File: src/rtl/debug_step_controller.sv
// Debug step controller: accepts host halt/run/step/breakpoint commands and runs the
// STOPX / STEP_REQ / STEP_ACK single-step handshake against the instruction phase decoder.
module debug_step_controller #(
    parameter int ADDR_WIDTH    = 16,
    parameter int STEP_WIDTH    = 16,
    parameter int ACK_TIMEOUT   = 64,
    parameter bit START_STOPPED = 1'b0
) (
    input  logic                  CLK,
    input  logic                  RESETN,
    input  logic                  CMD_VALID,
    output logic                  CMD_READY,
    input  logic [2:0]            CMD_OP,
    input  logic [15:0]           CMD_DATA,
    input  logic                  ABORT,
    input  logic [ADDR_WIDTH-1:0] PC,
    input  logic                  FETCH,
    input  logic                  STOPPED,
    input  logic                  DEBUG_ACTIVE,
    input  logic                  DEBUG_STEP_ACK,
    output logic                  DEBUG_STOPX,
    output logic                  DEBUG_STEP_REQ,
    output logic [STEP_WIDTH-1:0] STEPS_LEFT,
    output logic                  STEP_DONE,
    output logic                  BREAK_HIT,
    output logic                  ERROR,
    output logic [2:0]            DBG_STATE
);
    // Command handshake: a command is taken on a rising CLK edge where CMD_VALID and
    // CMD_READY are both high; CMD_READY is high only while RUNNING or HALTED.
    typedef enum logic [2:0] {
        S_RUNNING, S_HALTED, S_WAIT_STOP, S_REQ, S_RELEASE, S_FINISH
    } state_t;

    localparam logic [2:0] OP_HALT   = 3'd1;
    localparam logic [2:0] OP_RUN    = 3'd2;
    localparam logic [2:0] OP_STEP   = 3'd3;
    localparam logic [2:0] OP_SET_BP = 3'd4;
    localparam logic [2:0] OP_CLR_BP = 3'd5;
    localparam int     TW          = $clog2(ACK_TIMEOUT + 1);
    localparam state_t RESET_STATE = START_STOPPED ? S_HALTED : S_RUNNING;

    state_t                state, state_n;
    logic                  stopx, stopx_n, req, req_n, done, done_n;
    logic                  brk, brk_n, err, err_n, ready, ready_n;
    logic                  bp_en, bp_en_n, abort_q, abort_n;
    logic [ADDR_WIDTH-1:0] bp_addr, bp_addr_n;
    logic [STEP_WIDTH-1:0] steps, steps_n, step_cnt;
    logic [TW-1:0]         tmo, tmo_n;
    logic                  cmd_fire, bp_hit, timeout, go_finish;

    assign cmd_fire = CMD_VALID && ready;
    assign step_cnt = CMD_DATA[STEP_WIDTH-1:0];
    assign bp_hit   = bp_en && FETCH && (PC == bp_addr);
    assign timeout  = (tmo == TW'(ACK_TIMEOUT - 1));

    always_comb begin
        state_n   = state;
        stopx_n   = stopx;
        req_n     = req;
        steps_n   = steps;
        done_n    = 1'b0;
        brk_n     = brk;
        err_n     = err;
        bp_en_n   = bp_en;
        bp_addr_n = bp_addr;
        abort_n   = abort_q;
        tmo_n     = tmo;
        go_finish = 1'b0;
        case (state)
            S_RUNNING, S_HALTED: begin
                // A breakpoint hit swallows any command presented in the same cycle.
                if (state == S_RUNNING && bp_hit) begin
                    stopx_n = 1'b1;
                    brk_n   = 1'b1;
                    state_n = S_HALTED;
                end else if (cmd_fire) begin
                    case (CMD_OP)
                        OP_HALT: begin
                            stopx_n = 1'b1;
                            state_n = S_HALTED;
                        end
                        OP_RUN: begin
                            stopx_n = 1'b0;
                            brk_n   = 1'b0;
                            err_n   = 1'b0;
                            state_n = S_RUNNING;
                        end
                        OP_STEP: begin
                            stopx_n = 1'b1;
                            if (step_cnt != '0) begin
                                steps_n = step_cnt;
                                state_n = S_WAIT_STOP;
                            end else begin
                                done_n  = 1'b1;
                                state_n = S_HALTED;
                            end
                        end
                        OP_SET_BP: begin
                            bp_addr_n = CMD_DATA[ADDR_WIDTH-1:0];
                            bp_en_n   = 1'b1;
                        end
                        OP_CLR_BP: bp_en_n = 1'b0;
                        default: ;
                    endcase
                end
            end
            S_WAIT_STOP: begin
                if (ABORT) begin
                    go_finish = 1'b1;
                end else if (DEBUG_ACTIVE && STOPPED && !DEBUG_STEP_ACK) begin
                    req_n   = 1'b1;
                    state_n = S_REQ;
                end else if (timeout) begin
                    err_n     = 1'b1;
                    go_finish = 1'b1;
                end
            end
            S_REQ: begin
                if (ABORT) abort_n = 1'b1;
                if (DEBUG_STEP_ACK) begin
                    req_n   = 1'b0;
                    steps_n = (steps != '0) ? steps - STEP_WIDTH'(1) : steps;
                    state_n = S_RELEASE;
                end else if (timeout) begin
                    req_n     = 1'b0;
                    err_n     = 1'b1;
                    go_finish = 1'b1;
                end
            end
            S_RELEASE: begin
                if (ABORT) abort_n = 1'b1;
                if (!DEBUG_STEP_ACK) begin
                    if (steps == '0 || abort_q || ABORT) begin
                        go_finish = 1'b1;
                    end else begin
                        req_n   = 1'b1;
                        state_n = S_REQ;
                    end
                end else if (timeout) begin
                    err_n     = 1'b1;
                    go_finish = 1'b1;
                end
            end
            S_FINISH: state_n = S_HALTED;
            default:  state_n = RESET_STATE;
        endcase
        if (go_finish) begin
            state_n = S_FINISH;
            done_n  = 1'b1;
            steps_n = '0;
            abort_n = 1'b0;
        end
        // The timeout counter restarts on every state entry.
        if (state_n != state) tmo_n = '0;
        else if (state == S_WAIT_STOP || state == S_REQ || state == S_RELEASE) tmo_n = tmo + TW'(1);
        ready_n = (state_n == S_RUNNING) || (state_n == S_HALTED);
    end

    always_ff @(posedge CLK or negedge RESETN) begin
        if (!RESETN) begin
            state   <= RESET_STATE;
            stopx   <= START_STOPPED;
            req     <= 1'b0;
            steps   <= '0;
            done    <= 1'b0;
            brk     <= 1'b0;
            err     <= 1'b0;
            bp_en   <= 1'b0;
            bp_addr <= '0;
            abort_q <= 1'b0;
            tmo     <= '0;
            ready   <= 1'b1;
        end else begin
            state   <= state_n;
            stopx   <= stopx_n;
            req     <= req_n;
            steps   <= steps_n;
            done    <= done_n;
            brk     <= brk_n;
            err     <= err_n;
            bp_en   <= bp_en_n;
            bp_addr <= bp_addr_n;
            abort_q <= abort_n;
            tmo     <= tmo_n;
            ready   <= ready_n;
        end
    end

    assign CMD_READY      = ready;
    assign DEBUG_STOPX    = stopx;
    assign DEBUG_STEP_REQ = req;
    assign STEPS_LEFT     = steps;
    assign STEP_DONE      = done;
    assign BREAK_HIT      = brk;
    assign ERROR          = err;
    assign DBG_STATE      = state;
endmodule

File: config.mk
export PLATFORM = sky130hd
export DESIGN_NAME = debug_step_controller
export DESIGN_NICKNAME = d
export VERILOG_FILES = /design/src/rtl/debug_step_controller.sv
export SDC_FILE = /design/constraint.sdc
export NUM_CORES = 1
export LEC_CHECK = 0
export CAP_MARGIN = 30
export CORE_UTILIZATION = 30
export DETAILED_ROUTE_END_ITERATION = 12
export GPL_TIMING_DRIVEN = 0
export SETUP_SLACK_MARGIN = 0.2
export SYNTH_ARGS = -nofsm -noshare
export SYNTH_HDL_FRONTEND = slang
export SYNTH_SLANG_ARGS = --single-unit
File: constraint.sdc
create_clock -name CLK -period 2.2 [get_ports CLK]
set_input_delay 0.55 -clock CLK [delete_from_list [all_inputs] [get_ports CLK]]
set_output_delay 0.55 -clock CLK [all_outputs]
set_load 0.03 [all_outputs]
Word-level counts from Yosys, hierarchy flattened
Index checks and enable logic that the tools add are counted.
- add/subtract/negate cells: 2
- multipliers: 0
- divide/modulo/power cells: 0
- $lt $le $gt $ge: 0
- eq/ne operators: 31
- shifts and indexed selects: 0
- mux-type cells: 58
- bitwise operators: 1
- reduce and logical (&&, ||, !) cells: 38
- operator list (cell ; number):
    $mux 16 ; 7
    $mux 1 ; 32
    $pmux 16 s2 ; 1
    $reduce_bool 16->1 ; 2
    $mux 3 ; 8
    $ne 2x2->1 const B ; 9
    $ne 3x3->1 const B ; 6
    $eq 16x16->1 ; 1
    $logic_not 16->1 ; 1
    $sub 16x1->16 const B ; 1
    $pmux 3 s5 ; 1
    $mux 7 ; 2
    $eq 3x2->1 const B ; 4
    $eq 3x3->1 const B ; 4
    $reduce_bool 2->1 ; 6
    $eq 3x1->1 const B ; 3
    $pmux 3 s3 ; 1
    $reduce_bool 3->1 ; 3
    $reduce_and 4->1 ; 2
    $reduce_and 8->1 ; 1
    $add 7x1->7 const B ; 1
    $eq 7x6->1 const B ; 1
    $reduce_and 7->1 ; 1
    $logic_and 1x1->1 ; 6
    other kinds (16) ; 26
- flip-flop bits (word level): 50
- latch bits: 0
- memory bits (writable): 0
- bits in read-only memories: 0
- input port bits: 43
- output and inout bits: 25
- logic and storage cells: 142
- memories: 0

Depth between registers and ports, before layout
Gate-level depths: netlist of the first run.
- depth after elaboration: 9
- mapped depth: 10
- mapped depth without buffers: 9

Worst setup path before layout of the first run
No wires, ideal clock.
- kind: reg-to-reg
- start: reg steps[0], in the netlist STEPS_LEFT[0]
- end: reg tmo[0]
- library setup time: 0.132 ns
- arrival: 2.278 ns
- required time: 2.068 ns
- slack: -0.210 ns
- stages on the path, launching flop included: 10
- buffers on the path: 0
- period minus slack after synthesis: 2.410 ns
- cell sequence: dfrtp_1 > inv_1 > ha_1 > nor4b_4 > nand4_4 > o31ai_4 > nor3_2 > o41a_1 > o221ai_2 > nor2_1
- cells in the longest elaborated chain, start to end: 9
- elaborated cells on any way between the ends: 13
- those cells by class: eq/ne (1); mux (8); reduce/logical (4)
- RTL lines (what ; line ; RTL):
    start: declaration ; 48 ; logic [STEP_WIDTH-1:0] steps, steps_n, step_cnt;
    start signal: assignment ; 178 ; steps <= steps_n;
    $logic_not 16->1 * ; 134 ; if (steps == '0 || abort_q || ABORT) begin
    $logic_or 1x1->1 * (2 in a row) ; 134 ;
    $mux 3 / $mux 1 (equally long branches) ; 134 ;
    $mux 3 / $mux 1 (equally long branches) ; 133 ; if (!DEBUG_STEP_ACK) begin
    $pmux 3 s5 / $pmux 1 s3 (equally long branches) ; 70 ; case (state)
    $mux 3 * ; 148 ; if (go_finish) begin
    $ne 3x3->1 * ; 155 ; if (state_n != state) tmo_n = '0;
    $mux 7 / $reduce_bool 2->1 (equally long branches) ; -- ;
    end signal: assignment ; 185 ; tmo <= tmo_n;
    end: declaration ; 49 ; logic [TW-1:0] tmo, tmo_n;
Every way passes the cells marked *; elsewhere a longest branch is shown, timed or not.
A chain may end at the register's enable or synchronous reset.

Final worst setup path of the first run
- start: in ABORT
- end: reg tmo[0]
- cells in the longest elaborated chain, start to end: 7
- elaborated cells on any way between the ends: 13
- those cells by class: eq/ne (1); mux (10); reduce/logical (2)
- RTL lines (what ; line ; RTL):
    start: declaration ; 15 ; input logic ABORT,
    $logic_or 1x1->1 ; 134 ;
    $mux 3 / $mux 1 (equally long branches) ; 134 ;
    $mux 3 / $mux 1 (equally long branches) ; 133 ;
    $pmux 3 s5 / $pmux 1 s3 (equally long branches) ; 70 ;
    $mux 3 * ; 148 ;
    $ne 3x3->1 * ; 155 ;
    $mux 7 / $reduce_bool 2->1 (equally long branches) ; -- ;
Marks and branches as above.

==> results of run 1 <==
[area by class of cell]
class                      instances  area share, %
tap                              133          3.454
buffer                            16          3.272
inverter                           4         0.3116
clock buffer                       7          1.792
timing repair buffer             102          19.99
sequential                        50          26.10
clock inverter                     1         0.6232
multi-input combinational        254          44.46
[per-stage QoR]
stage	TNS [ns]	utilization [%]	hold WS, ns	area [um2]	total power [mW]
2_1_floorplan	-0.6419	-	0.2544	3153	3.388
3_3_place_gp	-77.90	40.63	0.4600	3990	4.253
4_1_cts	-3.450	46.25	0.1689	4542	5.319
6_report	-2.430	49.07	0.1595	4818	5.674
3_5_place_dp	-26.67	40.79	0.4756	4005	4.276
5_1_grt	-5.670	49.07	0.1857	4818	6.033
[Yosys cell counts, drive strengths merged, types with 8 or more instances]
library cell	number	area share [%]
nor3	11	2.0
mux2	16	5.9
o21ai	16	2.6
o221a	8	2.9
nand2	25	3.1
xor2	16	4.6
nand4	9	2.5
nor4	8	2.1
dfrtp	49	40
a21oi	27	4.4
nor2	40	5.1
clkbuf	10	1.3
[sequential cells by signal (all words and copies together), names as in the netlist]
register        count
tmo                 7
bp_addr            16
ERROR               1
DEBUG_STEP_REQ      1
STEP_DONE           1
CMD_READY           1
STEPS_LEFT         16
BREAK_HIT           1
bp_en               1
DBG_STATE           3
DEBUG_STOPX         1
abort_q             1
[power by group through the flow]
stage	Clock [mW]	Combinational [mW]	Sequential [mW]
finish	0.690	3.21	1.77
global route	0.744	3.46	1.83
CTS	0.708	2.87	1.74
detailed placement	0	2.53	1.75
floorplan	0	1.38	2.00
global placement	0	2.51	1.74
[layer usage]
| layer | GRT usage [%] | share of wire, % |
|---|---|---|
| met5 | 0 | 0 |
| met3 | 2.847 | 5.2 |
| met4 | 5.525 | 1.4 |
| met1 | 26.12 | 45 |
| met2 | 32.77 | 49 |
[worst paths after layout]
| kind | slack [ns] | depth (start not counted) | startpoint | to |
|---|---|---|---|---|
| worst max-delay path | -0.16 | 8 | ABORT | tmo[0]$_DFFE_PN0P_ |
| worst max register to register | -0.15 | 13 | STEPS_LEFT[0]$_DFFE_PN0P_ | STEPS_LEFT[4]$_DFFE_PN0P_ |
| min in group CLK | 0.50 | 2 | DEBUG_STEP_REQ$_DFFE_PN0P_ | DEBUG_STEP_REQ$_DFFE_PN0P_ |
| worst min register to register | 0.50 | 2 | DEBUG_STEP_REQ$_DFFE_PN0P_ | DEBUG_STEP_REQ$_DFFE_PN0P_ |
| worst min-delay path | 0.16 | 1 | RESETN | ERROR$_DFFE_PN0P_ |
| max in group asynchronous | 1.50 | 2 | RESETN | STEPS_LEFT[1]$_DFFE_PN0P_ |
[cell usage in the layout, fill, tap and decap left out, drive strengths merged, types with 5 or more instances in the layout]
cell           instances
a21oi                 27
a31oi                  5
buf                   46
clkbuf                19
clkdlybuf4s15         12
clkdlybuf4s50         12
dfrtp                 49
dlygate4sd2           34
mux2                  16
nand2                 25
nand3                  6
nand4                  9
nor2                  40
nor3                  11
nor4                   8
o21ai                 16
o221a                  8
xnor2                  7
xor2                  16
[cells by family (layout without fill, tap and decap cells)]
logic type,count (synthesis),count (layout),synth area share (%)
compound gates,81,81,18.63
xor+xnor,23,23,6.577
fa+ha+maj,2,2,0.8169
buf+inv,20,130,3.186
flops,50,50,40.89
mux,16,16,5.882
simple gates,132,132,24.02
[repair_timing]
item	in CTS	in global routing
pin swaps	49	26
cloned	4	1
setup endpoints to repair	60	48
buffers inserted	25	4
resized for setup	138	70
==> run metrics, run 1 <==
Synthesis Warnings 0; Nets between 400 and 500; share of post-route cells with drive strength above 1 between 30 and 40%; worst relative slew slack 59.05%; Fillers approximately 900; area of all sequential standard cells around 1300 um2; critical path type input port to flop; Ant. Diodes 0; Initial Util 31.19%; Synth async-reset ratio 100.0%; DRT Pass-1 Iters 4; routed wire length 10.17 mm; Worst Skew 0.008414 ns; clock sinks 50; largest net degree at the start of global routing 36; final worst-path cycle share 107.4%; critical-path cell list clkdlybuf4s50_1 > nor2_2 > o31ai_4 > buf_4 > a21o_4 > o41a_1 > o221ai_4 > nor2_1; Skew-Pair Late Insertion Delay around 0.3 ns; vias in the first global route 3069; number of hold violations in the final report 0; Power Density 1178 nW/um2; CP endpoint kind flop; Syn Area/Cell between 9 and 10 um2; placed cell count about 530; sequential area share after synthesis around 41%; post-route ant nets 0; first-pass GRT wire length around 16 mm; hold crit path type input port to async pin; Peak Freq roughly 420 MHz; Final Setup Violations 23; Synth Cell Area 3063 um2; area occupied by multi-input gates ~2100 um2; Port-buffer cells between 60 and 70; Int Pwr 3.204 mW; Peak supply drop approximately 750 uV; violated checks negative setup slack; core area 9819 um2; WP data required 2.39 ns; mean routed wirelength per cell 17.93 um; CP max-delay cell clkdlybuf4s50_1; switching power about 2.5 mW; clock tree buffer depth 2; Sw Ratio roughly 44%; CP bufs+invs 2; Placement Setup Slack -0.8377 ns; Overflow after GRT 0; die area 10620 um2; Syn Nets 369; H-tree Lvls 2; Area Overhead vs Synth 57.31%; initial drt markers between 100 and 150; min cycle time layout 2.362 ns; Top FF cell, synth dfrtp_1; Mapped Cells approximately 320; Clk pwr share 12.2%; TritonCTS clock tree yes; Reg power frac between 30 and 40%; initial antenna violation count 0; startpoint types input port; DP HPWL 6.832 mm; Max Slew Vio Count 0; max cap viols 0; Final GP Congestion around 0.88; setup ws final -0.1618 ns; clk slew on worst S/H paths approximately 0.09 ns; Layout Cells excl Fill ~570; I/O pin count 68; critical path arrival 2.55 ns; row count 36; Yosys reg bits 50; number of synthesized flops with an enable pin 0; critical path fanouts, max 7; Logic pwr share 56.6%; Via density between 5 and 6; Worst-Margin Slew a little over 0.6 ns; Pleak slightly above 2 nW; cts hold-fix bufs 0; Die Y a little over 100 um; RSZ-0062 raised after global routing yes; CP top delay family compound AO/OA/AOI/OAI gates; Vias 3012; Global Route Usage Sum roughly 20%; peak per-stage delay on the critical path 0.53 ns; DIE WIDTH slightly above 100 um; DRC Markers 0; status finished, violations left; Num CTS Buffers 5; Yosys cell types 67; CTS root buffer clkbuf_8
Note: power is estimated with default switching activity, not from simulation.
==> run 2: changes to the inputs <==
- CORE_MARGIN: default -> 3
- RECOVER_POWER: default -> 100
==> run 2 against run 1 <==
  * The run still ends with negative setup slack left
  * Sequential power about the same
  * Total power decreased by 2.5%
  * Register-to-register slack got worse by 0.04 ns
  * Global-route usage down 1.4 points
  * Worst setup slack worse by 0.038 ns
  * Critical path depth is the same
  * Combinational power fell by 4%
  * Sequential share of layout area rose by 0.87 points
  * Via count increased by 1.3%
==> run metrics, run 2 (synthesized netlist as in run 1, its figures left out) <==
clock sinks 50; vias in the first global route ~3100; startpoint types input port; Port-buffer cells 67; Area Overhead vs Synth 52.25%; critical path arrival 2.60 ns; clk slew on worst S/H paths 0.10 ns; critical path type input port to flop; CP Launch Point ABORT; critical-path cell list clkdlybuf4s50_1 > nor2_2 > o31ai_4 > buf_4 > a21o_4 > o41a_1 > o221ai_4 > nor2_1; most frequent cells in the layout dfrtp_1, dlygate4sd2_1, nor2_1; Pleak around 2 nW; Ant. Diodes 0; Worst Skew 0.009222 ns; Num CTS Buffers 5; Skew-Pair Late Insertion Delay ~0.32 ns; RSZ-0062 raised after global routing yes; max cap viols 0; CP max-delay cell clkdlybuf4s50_1; Worst-Margin Slew roughly 0.93 ns; Int Pwr between 3 and 4 mW; status finished, violations left; DP HPWL ~7.1 mm; Register-to-Register Path Depth 9; core area 9864 um2; Vias just over 3000; WP data required roughly 2.4 ns; CTS root buffer clkbuf_8; min cycle time layout 2.400 ns; share of post-route cells with drive strength above 1 between 30% and 40%; switching power around 2.5 mW; final worst-path cycle share 109.1%; Tot Pwr approximately 5.5 mW; first-pass GRT wire length about 16 mm; Logic pwr share about 56%; reg-to-reg critical path endpoint tmo[0]$_DFFE_PN0P_; setup ws final -0.1996 ns; TritonCTS clock tree yes; Clk pwr share between 10% and 20%; Peak supply drop roughly 530 uV; DIE WIDTH 107.0 um; H-tree Lvls 2; Worst R2R Setup Slack -0.19 ns; Die Y ~110 um; DRT Pass-1 Iters 4; critical path fanouts, max 7; reg2reg start DBG_STATE[2]$_DFF_PN0_; Design Area, Final around 4700 um2; violated checks negative setup slack; I/O pin count a little under 70; row count 36; Initial Util a little under a third; mean routed wirelength per cell approximately 19 um; Cell Area, Placed between 4000 and 5000 um2; Sw Ratio 44.40%; die area ~11000 um2; hold crit path type input port to async pin; Nets roughly 480; Max Slew Vio Count 0; Final Setup Violations 22; Global Route Usage Sum 18.10%; Setup crit end tmo[0]$_DFFE_PN0P_; Reg power frac 32.0%; peak per-stage delay on the critical path between 0.5 and 0.6 ns; initial drt markers 170; largest net degree at the start of global routing 36; routed wire length between 10 and 15 mm; CP endpoint kind flop; DRC Markers 0; clock tree buffer depth 2; Power Density 1186 nW/um2; Via density roughly 5.4; Peak Freq roughly 420 MHz; worst relative slew slack a little under two fifths; fin util about 47%; post-route ant nets 0; Final GP Congestion 0.8977; initial antenna violation count 0; Overflow after GRT 0; number of hold violations in the final report 0
## run 2: per-stage QoR
stage	setup slack (ns)	std cells	hold slack [ns]	TNS (ns)
after global routing	-0.3221	570	0.4000	-6.847
after detailed placement	-0.9996	525	0.4736	-29.80
after global placement	-1.246	524	0.4612	-82.00
after CTS	-0.2857	562	0.1601	-3.805
final	-0.1996	570	0.3358	-2.682
after floorplan	-0.09348	324	0.2544	-0.6419
## run 2: metal layers
metal  GRT usage, %  routed length [um]  vias to the layer above
li1               -                   -                     1410
met1          22.48                4553                     1518
met2          31.46                5323                      108
met3          3.974                 501                       15
met4          5.114                 172                        0
met5              0                   0                        -
## run 2: how the worst min path moves through the flow
stage | startpoint | to | slack (ns) | cells past startpoint
2_1_floorplan | RESETN | BREAK_HIT$_DFFE_PN0P_ | 0.25 | 0
6_report | RESETN | STEPS_LEFT[1]$_DFFE_PN0P_ | 0.34 | 1
5_1_grt | RESETN | STEPS_LEFT[1]$_DFFE_PN0P_ | 0.40 | 1
3_5_place_dp | bp_en$_DFFE_PN0P_ | bp_en$_DFFE_PN0P_ | 0.47 | 1
4_1_cts | RESETN | STEPS_LEFT[1]$_DFFE_PN0P_ | 0.16 | 1
3_3_place_gp | bp_en$_DFFE_PN0P_ | bp_en$_DFFE_PN0P_ | 0.46 | 1
## run 2: area by class of cell
class | instances | area, um2
plain buffers | 16 | 132.6
clock buffers | 5 | 68.82
clock inverters | 3 | 45.04
fillers | 951 | 5201
inverters | 4 | 15.01
multi-input cells | 254 | 2052
flip-flops and latches | 50 | 1257
well taps | 133 | 166.4
repair buffers | 105 | 925.9
## run 2: worst max-delay path: cells and delay by family
| family | cells | cell delay, ns |
|---|---|---|
| AOI/OAI and AO/OA | 4 | 1.06 |
| buffers and inverters | 2 | 0.70 |
| and+or+nand+nor | 2 | 0.29 |
## run 2: what timing repair did
item                                    in CTS  in global routing
setup buffers                               25                  7
endpoints found under the setup margin      62                 49
resized for setup                           99                 46
cloned                                       4                  1
pin swaps                                   44                 18
hold buffers                                 0                  0
## run 2: power groups by stage
stage	combinational (mW)	clock [mW]	sequential (mW)
final	3.07	0.687	1.77
after CTS	2.87	0.697	1.75
after global placement	2.53	0	1.74
after floorplan	1.38	0	2.00
after detailed placement	2.57	0	1.75
after global routing	3.31	0.727	1.84
==> run 3: changes to the inputs <==
- PLACE_DENSITY: default -> 0.58
==> run 3 against run 2 <==
  * The flow still finishes with violations (negative setup slack)
  * Sequential power about the same
  * Worst setup slack improved by 0.054 ns
  * Clock skew decreased by 0.0012 ns
  * Fmax increased by 2.3%
  * Highest routed layer unchanged
  * Largest cell class unchanged
  * Utilization increased by 1.0 points
==> run metrics, run 3 (synthesized netlist as in run 1, its figures left out) <==
status finished, violations left; violated checks negative setup slack; Initial Util a little under a third; Worst R2R Setup Slack -0.14 ns; area of all sequential standard cells approximately 1300 um2; reg2reg start STEPS_LEFT[0]$_DFFE_PN0P_; switching power 2.465 mW; setup ws final -0.1460 ns; Global Route Usage Sum ~18%; Final Setup Violations 21; vias in the first global route 3115; Clk pwr share between 10% and 20%; Logic pwr share between 50% and 60%; Port-buffer cells 67; Area Overhead vs Synth 55.47%; reg-to-reg critical path endpoint tmo[0]$_DFFE_PN0P_; Design Area, Final around 4800 um2; core area 9864 um2; routed wire length about 10 mm; Peak supply drop 645.6 uV; clock sinks 50; Sw Ratio between 40% and 50%; Vias 3058; Pleak between 2 and 2.5 nW; Fillers 915; critical path arrival 2.53 ns; DP HPWL about 6.9 mm; post-route ant nets 0; mean routed wirelength per cell ~18 um; Reg power frac between 30% and 40%; hold_ws about 0.33 ns; hold crit path type input port to async pin; max cap viols 0; initial drt markers around 170; area occupied by multi-input gates about 2100 um2; Int Pwr around 3.1 mW; share of post-route cells with drive strength above 1 around a third; startpoint types input port; most frequent cells in the layout dfrtp_1, dlygate4sd2_1, nor2_1; clock tree buffer depth 2; RSZ-0062 raised after global routing yes; critical path fanouts, max 7; die area between 10000 and 15000 um2; CTS root buffer clkbuf_8; number of hold violations in the final report 0; Max Slew Vio Count 0; min cycle time layout ~2.3 ns; row count 36; Via density around 5.4; Final GP Congestion between 0.9 and 1; TritonCTS clock tree yes; Die Y between 100 and 150 um; Num CTS Buffers 5; first-pass GRT wire length roughly 16 mm; DRC Markers 0; largest net degree at the start of global routing 35; initial antenna violation count 0; DRT Pass-1 Iters 5; Ant. Diodes 0; Skew-Pair Late Insertion Delay ~0.31 ns; Fin Setup TNS -2.107 ns; final worst-path cycle share 106.6%; Register-to-Register Path Depth 9; cts hold-fix bufs 0; Nets between 400 and 500; H-tree Lvls 2; Peak Freq between 400 and 500 MHz; Worst Skew 0.007978 ns; WP data required 2.39 ns; I/O pin count 68; Cell Area, Placed about 4000 um2; CP endpoint kind flop; Worst-Margin Slew approximately 0.90 ns; clk slew on worst S/H paths approximately 0.09 ns; DIE WIDTH ~110 um; worst relative slew slack around two fifths; Power Density between 1000 and 1500 nW/um2; Placement Setup Slack -0.8658 ns; Overflow after GRT 0; critical path type input port to flop
==> run 3: worst max-delay path by stage <==
stage,startpoint,endpoint,slack (ns),depth (start not counted)
after floorplan,STEPS_LEFT[0]$_DFFE_PN0P_,tmo[0]$_DFFE_PN0P_,-0.09,9
after global placement,RESETN,STEPS_LEFT[0]$_DFFE_PN0P_,-1.22,1
after detailed placement,CMD_DATA[0],tmo[5]$_DFFE_PN0P_,-0.87,7
after CTS,STEPS_LEFT[0]$_DFFE_PN0P_,tmo[5]$_DFFE_PN0P_,-0.22,9
after global routing,STEPS_LEFT[0]$_DFFE_PN0P_,tmo[0]$_DFFE_PN0P_,-0.25,9
final,STOPPED,tmo[0]$_DFFE_PN0P_,-0.15,8
==> run 3: per-layer routing <==
| metal | vias up | share of wire, % | GRT usage (%) |
|---|---|---|---|
| met5 | - | 0 | 0 |
| met4 | 0 | 2.0 | 4.749 |
| met3 | 21 | 6.0 | 3.311 |
| met2 | 142 | 49 | 29.40 |
| met1 | 1481 | 43 | 24.21 |
| li1 | 1414 | - | - |
==> run 3: timing repair <==
| action | in CTS | in global routing |
|---|---|---|
| resized for setup | 124 | 51 |
| pin swaps | 33 | 18 |
| cloned | 4 | 0 |
| hold endpoints to repair | 0 | 0 |
| setup endpoints to repair | 62 | 47 |
| buffers inserted | 25 | 9 |
==> run 3: power groups by stage <==
stage / Sequential (mW) / Clock (mW) / Combinational [mW]
finish: 1.79 / 0.660 / 3.14
global route: 1.85 / 0.707 / 3.35
CTS: 1.76 / 0.674 / 2.92
detailed placement: 1.75 / 0 / 2.52
global placement: 1.74 / 0 / 2.51
floorplan: 2.00 / 0 / 1.38
==> run 3: area by class of cell <==
cell class                 count  share of cell area (%)
multi-input combinational    254                   44.17
timing repair buffer         106                   20.13
sequential                    50                   26.46
buffer                        16                   3.153
clock buffer                   5                   1.445
tap                          133                   3.494
inverter                       4                  0.3153
clock inverter                 3                  0.8408
==> run 3: stage by stage <==
| stage | util (%) | power [mW] | std cells |
|---|---|---|---|
| 6_report | 48.28 | 5.591 | 571 |
| 5_1_grt | 48.28 | 5.907 | 571 |
| 4_1_cts | 46.35 | 5.354 | 562 |
| 3_5_place_dp | 40.60 | 4.277 | 525 |
| 3_3_place_gp | 40.45 | 4.249 | 524 |
| 2_1_floorplan | - | 3.388 | 324 |
==> run 3: worst max-delay path: stages <==
cell and delay [ns]:
clkdlybuf4s50_1 0.47, and3b_1 0.18, o32ai_2 0.11, o2bb2ai_2 0.18, a21o_4 0.21, o41a_1 0.45
o221ai_4 0.29, nor2_1 0.10
